### src/rtl/snap64_capture_ctrl.sv
// Capture controller for a 64-bit snapshot buffer: arm/trigger sequencing, buffer writes, status word.
// Optional build macro SNAP64_CTRL_CIRC_EN: circular buffer with a stop control bit.
//
// state     | meaning
// ----------+---------------------------------------------------
// IDLE      | after reset, no capture armed
// WAIT_TRIG | armed, pointer at 0, waiting for trigger
// CAPTURE   | writing each valid sample, pointer post-increments
// DONE      | capture finished, status holds last written address
module snap64_capture_ctrl #(
    parameter int ADDR_W = 10
) (
    input  logic              OPB_Clk,
    input  logic              OPB_Rst,
    input  logic [31:0]       ctrl_in,
    input  logic              trig_in,
    input  logic              data_valid_in,
    input  logic [63:0]       data_in,
    output logic              bram_we,
    output logic [ADDR_W-1:0] bram_addr,
    output logic [63:0]       bram_data,
    output logic [31:0]       status_out
);

    typedef enum logic [1:0] {IDLE, WAIT_TRIG, CAPTURE, DONE} state_t;

    localparam logic [ADDR_W-1:0] PTR_MAX = '1;

    state_t            state, state_nxt;
    logic [ADDR_W-1:0] ptr, ptr_nxt, last_addr;
    logic              arm_q, stop_q;
    logic              arm_edge, stop_edge, trig_hit, wr_en;
    logic              unused_ctrl;

    assign arm_edge = ctrl_in[0] & ~arm_q;
    assign trig_hit = ~ctrl_in[1] | trig_in;

`ifdef SNAP64_CTRL_CIRC_EN
    assign stop_edge   = ctrl_in[3] & ~stop_q;
    assign unused_ctrl = ^{ctrl_in[31:4], ctrl_in[2]};
`else
    assign stop_edge   = 1'b0;
    assign unused_ctrl = ^{ctrl_in[31:2], stop_q};
`endif

    always_comb begin
        state_nxt = state;
        ptr_nxt   = ptr;
        wr_en     = 1'b0;
        // A fresh arm outranks everything, including a coincident sample.
        if (arm_edge) begin
            state_nxt = WAIT_TRIG;
            ptr_nxt   = '0;
        end else begin
            case (state)
                WAIT_TRIG: begin
                    if (trig_hit) begin
                        state_nxt = CAPTURE;
                        wr_en     = data_valid_in;
                    end
                end
                CAPTURE: begin
                    if (stop_edge) state_nxt = DONE;
                    else           wr_en     = data_valid_in;
                end
                default: ;
            endcase
            if (wr_en) begin
                ptr_nxt = ptr + ADDR_W'(1);
`ifndef SNAP64_CTRL_CIRC_EN
                if (ptr == PTR_MAX) state_nxt = DONE;
`endif
            end
        end
    end

    always_ff @(posedge OPB_Clk) begin
        if (OPB_Rst) state <= IDLE;
        else         state <= state_nxt;
    end

    always_ff @(posedge OPB_Clk) begin
        if (OPB_Rst) begin
            ptr       <= '0;
            last_addr <= '0;
            arm_q     <= 1'b0;
            stop_q    <= 1'b0;
            bram_we   <= 1'b0;
            bram_addr <= '0;
            bram_data <= '0;
        end else begin
            ptr     <= ptr_nxt;
            arm_q   <= ctrl_in[0];
            stop_q  <= ctrl_in[3];
            bram_we <= wr_en;
            if (wr_en) begin
                bram_addr <= ptr;
                bram_data <= data_in;
                last_addr <= ptr;
            end else if (arm_edge) begin
                last_addr <= '0;
            end
        end
    end

    always_comb begin
        status_out               = '0;
        status_out[ADDR_W-1:0]   = last_addr;
        status_out[29]           = (state == CAPTURE);
        status_out[30]           = (state == WAIT_TRIG);
        status_out[31]           = (state == DONE);
    end

endmodule

### config.mk
export PLATFORM = sky130hd
export DESIGN_NAME = snap64_capture_ctrl
export DESIGN_NICKNAME = d
export VERILOG_FILES = /design/src/rtl/snap64_capture_ctrl.sv
export SDC_FILE = /design/constraint.sdc
export NUM_CORES = 1
export LEC_CHECK = 0
export CAP_MARGIN = 25
export CORE_MARGIN = 2
export CORE_UTILIZATION = 43
export CTS_BUF_LIST = sky130_fd_sc_hd__clkbuf_4
export DETAILED_ROUTE_END_ITERATION = 7
export GPL_TIMING_DRIVEN = 0
export PLACE_DENSITY = 0.88
export SLEW_MARGIN = 20
export SYNTH_ARGS = -nofsm -noshare
export SYNTH_HDL_FRONTEND = slang
export SYNTH_SLANG_ARGS = --single-unit
### constraint.sdc
create_clock -name OPB_Clk -period 4.02 [get_ports OPB_Clk]
set_input_delay 0.402 -clock OPB_Clk [delete_from_list [all_inputs] [get_ports OPB_Clk]]
set_output_delay 0.402 -clock OPB_Clk [all_outputs]
set_load 0.02 [all_outputs]
; Yosys cells after proc, flatten, opt, wreduce, memory -nomap -nowiden
; Cells that the tools add are included.
[word_totals]
register_bits = 98
latchBits = 0
mem_bits_rw = 0
mem_bits_ro = 0
inputBits = 100
output_inout_bits = 107
elab_cells = 30
mem_count = 0
[classes]
add_sub_neg = 1
multipliers = 0
div_mod_pow = 0
magnitude_cmp = 0
n_eq_ne = 4
shifts = 0
n_mux = 11
bitwise = 4
reduce_logical = 2
[ops]
columns = operator, count
row1 = 10-bit two-way mux, 2
row2 = 10-bit by 1-bit adder with 10-bit output (second input constant), 1
row3 = 10-bit equality test (second input constant), 1
row4 = 2-bit two-way mux, 4
row5 = 2-bit equality test (second input constant), 2
row6 = 1-bit two-way mux, 4
row7 = 2-bit by 1-bit equality test with 1-bit output (second input constant), 1
row8 = 1-bit NOT, 2
row9 = 1-bit one-hot mux with 2 select lines, 1
row10 = 2-bit nonzero test, 1
row11 = 2-bit OR reduction, 1
row12 = 1-bit AND, 1
row13 = 1-bit OR, 1

; Longest topological paths before layout
; Gate-level depths: netlist of run 1.
[depth]
word_depth = 7
mapped_depth = 8
depth_no_buf = 6

; Least setup slack after synthesis of run 1
; Ideal clock, no wire load.
[synth_path]
kind = register -> register
from = register state[0]
to = register ptr[7]
t_arrival_ns = 1.763
t_required_ns = 3.950
setup_slack_ns = 2.186
path_stages_with_launch = 8
path_cell_list = dfxtp_1 inv_1 ha_1 and2b_1 nand3_1 buf_2 or4_1 a21oi_1
[synth_via]
elab_chain_len = 3
[synth_rtl]
columns = element, line
row1 = from (decl), 29  ; state_t state, state_nxt;
row2 = from (signal assigned), 79  ; else state <= state_nxt;
row3 = 2-bit equality test / 2-bit by 1-bit equality test with 1-bit output (equally long branches), 55  ; case (state)
row4 = 1-bit one-hot mux with 2 select lines (*), 55
row5 = 1-bit two-way mux (*), 51  ; if (arm_edge) begin
row6 = to (signal assigned), 92  ; ptr <= ptr_nxt;
row7 = to (decl), 30  ; logic [ADDR_W-1:0] ptr, ptr_nxt, last_addr;
; Every way passes the cells marked *; elsewhere a longest branch is shown, timed or not. The select of a mux whose other input is x is not followed.
; A chain may end at the register's enable or synchronous reset.

; Worst setup path in the final report of run 1
[layout_path]
from = register state[0]
to = register bram_data[2]
[layout_via]
elab_chain_len = 4
[layout_rtl]
columns = element, line
row1 = 2-bit equality test / 2-bit by 1-bit equality test with 1-bit output (equally long branches), 55
row2 = 1-bit one-hot mux with 2 select lines (*), 55
row3 = 1-bit two-way mux (*) (2 in series), 51
row4 = to (signal assigned), 98  ; bram_data <= data_in;
row5 = to (decl), 21  ; output logic [63:0] bram_data,
; Marked as above.

==> results of run 1 <==
## stage by stage
stage	area, µm²	utilization (%)
final	5630	67.9
after global routing	5630	67.9
after CTS	5630	67.9
after detailed placement	5500	66.3
after global placement	5500	66.3
after floorplan	3800	-
## cell families after synthesis
group,share of synthesized area [%]
and+or+nand+nor,23.0
AOI/OAI and AO/OA,14.3
DFF,52.6
buffers and inverters,8.19
adders and majority gates,1.34
xor gates and xnor gates,0.470
other,0.101
## where the power goes
group	internal, mW	switching (mW)	total, mW
combinational	0.107	0.0937	0.201
clock	0.193	0.314	0.507
sequential	0.983	0.00634	0.989
total	1.28	0.414	1.70
## layout by cell type (no fill, tap or decap), types with 2 or more instances in the layout
master and instances:
nand3_1 4, nor2_1 4, a21oi_1 95, clkinv_2 2, buf_2 10, inv_1 4
buf_4 26, o31ai_1 6, ha_1 4, dfxtp_1 98, or4_1 6, clkbuf_1 12
nand2b_1 4, nor2b_1 2, nand4_1 2, nand2_1 173, clkbuf_4 10, clkdlybuf4s50_1 157
conb_1 19
## cell type report
cell class                 instances  area, µm²  area share [%]
multi-input combinational        333       1530            27.2
timing repair buffer             157       1570            27.9
tap                              105        131            2.33
clock inverter                     5       56.3            1.00
buffer                            48        290            5.15
clock buffer                      10       75.1            1.33
inverter                           4       15.0           0.267
sequential                        98       1960            34.8
## flip-flops by register name (all words and copies together) (netlist names)
signal / flops
arm_q: 1
bram_addr: 10
bram_data: 64
bram_we: 1
last_addr: 10
ptr: 10
state: 2
## routing by layer
layer | track usage (%) | up-vias | part of all wire (%)
li1 | - | 1858 | -
met1 | 24.2 | 1674 | 41
met5 | 0 | - | 0
met2 | 35.8 | 151 | 48
met3 | 6.62 | 16 | 8.3
met4 | 8.13 | 0 | 2.2
## critical path, stage by stage (launching register included)
cell,delay [ps]
dfxtp_1,410
inv_1,60
ha_1,300
nand2b_1,170
nor4_1,350
buf_2,330
buf_2,270
nand2_1,80
a21oi_1,140
## final timing paths
kind / start / endpoint / cells after the start
max reg2reg: state[0]$_SDFF_PP0_ / bram_data[2]$_SDFFE_PP0P_ / 8
min: bram_data[15]$_SDFFE_PP0P_ / bram_data[15]$_SDFFE_PP0P_ / 2
min reg2reg: bram_data[15]$_SDFFE_PP0P_ / bram_data[15]$_SDFFE_PP0P_ / 2
max: state[0]$_SDFF_PP0_ / bram_data[2]$_SDFFE_PP0P_ / 8
==> impl_metrics.env, run 1 <==
export IMPL_status="complete, no violations"
export IMPL_crit_fanout=10
export IMPL_holdCritPathClass="reg -> reg"
export IMPL_endpoint_kind="register"
export IMPL_fin_tns_setup_ps=0
export IMPL_setup_violations_final=0
export IMPL_required_ps=4390
export IMPL_antennaDiodeCount=0
export IMPL_syn_instance_count=465
export IMPL_cts_root_buf="clkbuf_4"
export IMPL_finalWorstSetupSlack_ps=1840
export IMPL_initial_core_util_pct=44.9
export IMPL_synth_main_ff_cell="dfxtp_1"
export IMPL_ys_seq_area_share_pct=52.6
export IMPL_post_drt_wl_per_cell_um=13.3
export IMPL_routabilityCongestion=0.846
export IMPL_power_mw=1.70
export IMPL_coreArea_um2=8300
export IMPL_cp_start_kind="register"
export IMPL_postCtsHoldBufs=0
export IMPL_hold_viol=0
export IMPL_die_y_um=97.1
export IMPL_synth_top_area_share_pct=52.6
export IMPL_final_max_slew_violation_count=0
export IMPL_io_pins=207
export IMPL_drv_cap=0
export IMPL_arrival_ps=2540
export IMPL_hpwlAfterDp_um=7690
export IMPL_skew_ps=18.4
export IMPL_die_x_um=97.1
export IMPL_cts_setup_buffers=0
export IMPL_cts_tree="done"
export IMPL_first_pass_iters=4
export IMPL_placementRows=33
export IMPL_ys_seq_elements=98
export IMPL_place_ws_ps=1760
export IMPL_vias=3699
export IMPL_yosys_area_top_type="dfxtp_1"
export IMPL_syn_area_um2=3730
export IMPL_fin_worst_hold_slack_ps=463
export IMPL_synth_edf_count=0
export IMPL_fillers=672
export IMPL_clock_sinks=98
export IMPL_htreeDepth=3
export IMPL_route_final_wire_length_um=10100
export IMPL_port_buffers=157
export IMPL_leakagePower_nw=1.96
export IMPL_grt_pass1_vias=3510
export IMPL_drt_iter0_markers=104
export IMPL_yosysMostFrequentCell="nand2_1"
export IMPL_die_area_um2=9440
export IMPL_insertion_delay_ps=440
export IMPL_power_per_cell_area_nw_per_um2=301
export IMPL_grt_start_max_net_pins=16
export IMPL_yosys_warnings=0
export IMPL_crit_type="reg -> reg"
export IMPL_rsz0062_at_grt="false"
export IMPL_ys_top_cells_by_count="nand2_1, dfxtp_1, a21oi_1"
export IMPL_max_clock_path_buffers=2
export IMPL_track_usage_pct=20.8
export IMPL_vdd_ir_drop_worst_mv=0.193
export IMPL_stdcell_count=760
export IMPL_antenna_found_initial=0
export IMPL_drive_above_1_share_pct=8.40
export IMPL_path_clk_slew_ps=140
export IMPL_reg2reg_slack_ps=1840
export IMPL_synth_cell_types=30
export IMPL_viasPerCell=4.87
export IMPL_grt_pass1_wl_um=16200
export IMPL_final_period_utilization_pct=54.2
export IMPL_cts_resized=0
export IMPL_overflow=0
export IMPL_finalCriticalPeriod_ps=2180
export IMPL_drtAntennaViolNets=0
export IMPL_drc=0
export IMPL_place_inst=745
export IMPL_synth_top_cells_by_area="dfxtp_1, nand2_1, a21oi_1, buf_4, buf_2"
export IMPL_synthToLayoutAreaGrowth_pct=51.0
export IMPL_num_nets_final=755
export IMPL_syn_avg_cell_area_um2=8.02
export IMPL_async_reset_ff_share_pct=0
export IMPL_fmax_mhz=459
export IMPL_cts_made_buffers=9
No activity file was read; power rests on OpenSTA's default activity.
==> run 2: changes to the inputs <==
--- a/config.mk
+++ b/config.mk
@@ -7,11 +7,11 @@
 export LEC_CHECK = 0
 export CAP_MARGIN = 25
 export CORE_MARGIN = 2
-export CORE_UTILIZATION = 43
+export CORE_UTILIZATION = 36
 export CTS_BUF_LIST = sky130_fd_sc_hd__clkbuf_4
 export DETAILED_ROUTE_END_ITERATION = 7
 export GPL_TIMING_DRIVEN = 0
-export PLACE_DENSITY = 0.88
+export PLACE_DENSITY = 0.79
 export SLEW_MARGIN = 20
 export SYNTH_ARGS = -nofsm -noshare
 export SYNTH_HDL_FRONTEND = slang
==> constraint.sdc (replaced) <==
create_clock -name OPB_Clk -period 1.94 [get_ports OPB_Clk]
set_input_delay 0.194 -clock OPB_Clk [delete_from_list [all_inputs] [get_ports OPB_Clk]]
set_output_delay 0.194 -clock OPB_Clk [all_outputs]
set_load 0.02 [all_outputs]
==> run 2 against run 1 <==
Via count shrank 0.62%. Clock-buffer cell count is 3 higher. Sequential power rose by 110%. Routed wire length grew 5.6%. Cell area increased by 3.4%. Non-clock buffer count up 4. Worst setup slack got worse by 1800 ps. Combinational power grew 120%. Clock skew decreased by 5.6 ps. Final cell count increased by 4.7%. Critical path depth shrank 1. Register-to-register slack got worse by 1800 ps. Largest cell class unchanged. Highest routed layer unchanged.
==> impl_metrics.env, run 2 (synthesis gave the netlist of run 1 again) <==
export IMPL_status="complete, no violations"
export IMPL_grt_start_max_net_pins=15
export IMPL_track_usage_pct=18.2
export IMPL_drtAntennaViolNets=0
export IMPL_rsz0062_at_grt="false"
export IMPL_place_inst=776
export IMPL_clock_sinks=98
export IMPL_num_nets_final=759
export IMPL_routabilityCongestion=0.833
export IMPL_drv_cap=0
export IMPL_die_y_um=106
export IMPL_overflow=0
export IMPL_insertion_delay_ps=440
export IMPL_cts_root_buf="clkbuf_4"
export IMPL_route_final_wire_length_um=10700
export IMPL_coreArea_um2=10200
export IMPL_first_pass_iters=4
export IMPL_port_buffers=157
export IMPL_placementRows=37
export IMPL_vdd_ir_drop_worst_mv=0.369
export IMPL_hpwlAfterDp_um=7730
export IMPL_worst_pin_slew_ps=519
export IMPL_regMostFlops="bram_data"
export IMPL_crit_family="simple AND/OR/NAND/NOR gates"
export IMPL_p_sw_mw=0.863
export IMPL_drt_iter0_markers=180
export IMPL_finalCriticalPeriod_ps=1860
export IMPL_io_pins=207
export IMPL_cp_slowest_cell="or4_1"
export IMPL_fillers=927
export IMPL_required_ps=2300
export IMPL_met3_length_um=647
export IMPL_wl_met2_um=5290
export IMPL_arrival_ps=2220
export IMPL_drive_above_1_share_pct=11.7
export IMPL_critPathMaxStageDelay_ps=500
export IMPL_layout_common_cells="nand2_1, clkdlybuf4s50_1, dfxtp_1"
export IMPL_htreeDepth=3
export IMPL_antenna_found_initial=0
export IMPL_pwr_share_seq_pct=59.3
export IMPL_path_clk_slew_ps=150
export IMPL_cp_buffers_inverters=2
export IMPL_p_clk_share_pct=27.7
export IMPL_holdCritPathClass="in -> reg"
export IMPL_reg2reg_slack_ps=80
export IMPL_viasPerCell=4.62
export IMPL_drc=0
export IMPL_final_period_utilization_pct=95.7
export IMPL_antennaDiodeCount=0
export IMPL_swShare_pct=25.0
export IMPL_postCtsHoldBufs=0
export IMPL_crit_fanout=5
export IMPL_die_x_um=106
export IMPL_regArea_um2=1960
export IMPL_cts_made_buffers=9
export IMPL_vias=3676
export IMPL_hold_viol=0
export IMPL_final_max_slew_violation_count=0
export IMPL_final_common_cell="nand2_1"
export IMPL_largest_reg_flops=64
export IMPL_setup_violations_final=0
export IMPL_post_drt_wl_per_cell_um=13.5
export IMPL_cts_tree="done"
export IMPL_cp_cell_sequence="inv_2, ha_4, and2b_2, nand3_4, buf_6, or4_1, a21oi_1"
export IMPL_power_per_cell_area_nw_per_um2=593
export IMPL_cp_start_kind="register"
export IMPL_crit_type="reg -> reg"
export IMPL_top_layer="met4"
export IMPL_leakagePower_nw=2.02
export IMPL_place_ws_ps=-189
export IMPL_die_area_um2=11200
export IMPL_grt_pass1_wl_um=16300
export IMPL_max_clock_path_buffers=2
export IMPL_fmax_mhz=539
export IMPL_endpoint_kind="register"
export IMPL_grt_pass1_vias=3403
export IMPL_finalWorstSetupSlack_ps=83.8
export IMPL_power_mw=3.45
export IMPL_initial_core_util_pct=36.6
export IMPL_combPwrFrac_pct=13.0
export IMPL_synthToLayoutAreaGrowth_pct=56.1
export IMPL_stdcell_count=796
export IMPL_max_slew_margin_pct=65.4
export IMPL_drt_met1_wl_um=4530
export IMPL_multi_input_area_um2=1620
export IMPL_intPower_mw=2.59
export IMPL_skew_ps=12.8
run 2: final timing paths:
check                                  start                          to  depth (start not counted)
setup reg to reg         state[0]$_SDFF_PP0_         ptr[5]$_SDFFE_PP0P_                          7
setup / recovery         state[0]$_SDFF_PP0_         ptr[5]$_SDFFE_PP0P_                          7
hold reg to reg   bram_data[57]$_SDFFE_PP0P_  bram_data[57]$_SDFFE_PP0P_                          2
hold / removal                    data_in[8]   bram_data[8]$_SDFFE_PP0P_                          3
run 2: metal layers:
metal | vias up | track usage (%)
met5 | - | 0
met4 | 0 | 8.36
met3 | 19 | 3.71
met2 | 121 | 31.5
met1 | 1672 | 21.6
li1 | 1864 | -
run 2: what timing repair did:
item / in CTS / in global routing
pin swaps: 1 / 5
setup buffers: 0 / 3
setup endpoints to repair: 88 / 89
hold endpoints to repair: 0 / 0
gates resized for setup: 15 / 35
gates cloned: 1 / 1
run 2: power by group through the flow:
stage | sequential (mW) | clock (mW) | combinational [mW]
finish | 2.05 | 0.956 | 0.449
CTS | 2.05 | 0.999 | 0.424
global placement | 2.09 | 0 | 0.408
global route | 2.05 | 1.08 | 0.480
floorplan | 2.12 | 0 | 0.171
detailed placement | 2.09 | 0 | 0.414
run 2: cell type report:
cell class / instances / share of cell area, %
sequential: 98 / 33.7
timing repair buffer: 162 / 27.6
multi-input combinational: 333 / 27.8
clock inverter: 3 / 0.279
buffer: 47 / 5.74
clock buffer: 13 / 1.68
tap: 136 / 2.92
inverter: 4 / 0.258
run 2: worst reg2reg max path, stage by stage (launching register included):
cell,delay (ps)
dfxtp_2,360
inv_2,40
ha_4,220
and2b_2,300
nand3_4,100
buf_6,140
or4_1,500
a21oi_1,130
run 2: stage by stage:
step	setup TNS [ps]	util [%]	cell area, µm²	hold slack [ps]
global route	0	57.1	5820	252
finish	0	57.1	5820	281
floorplan	0	-	3800	322
detailed placement	-9240	54.4	5540	445
CTS	0	56.0	5700	250
global placement	-6880	54.4	5540	441
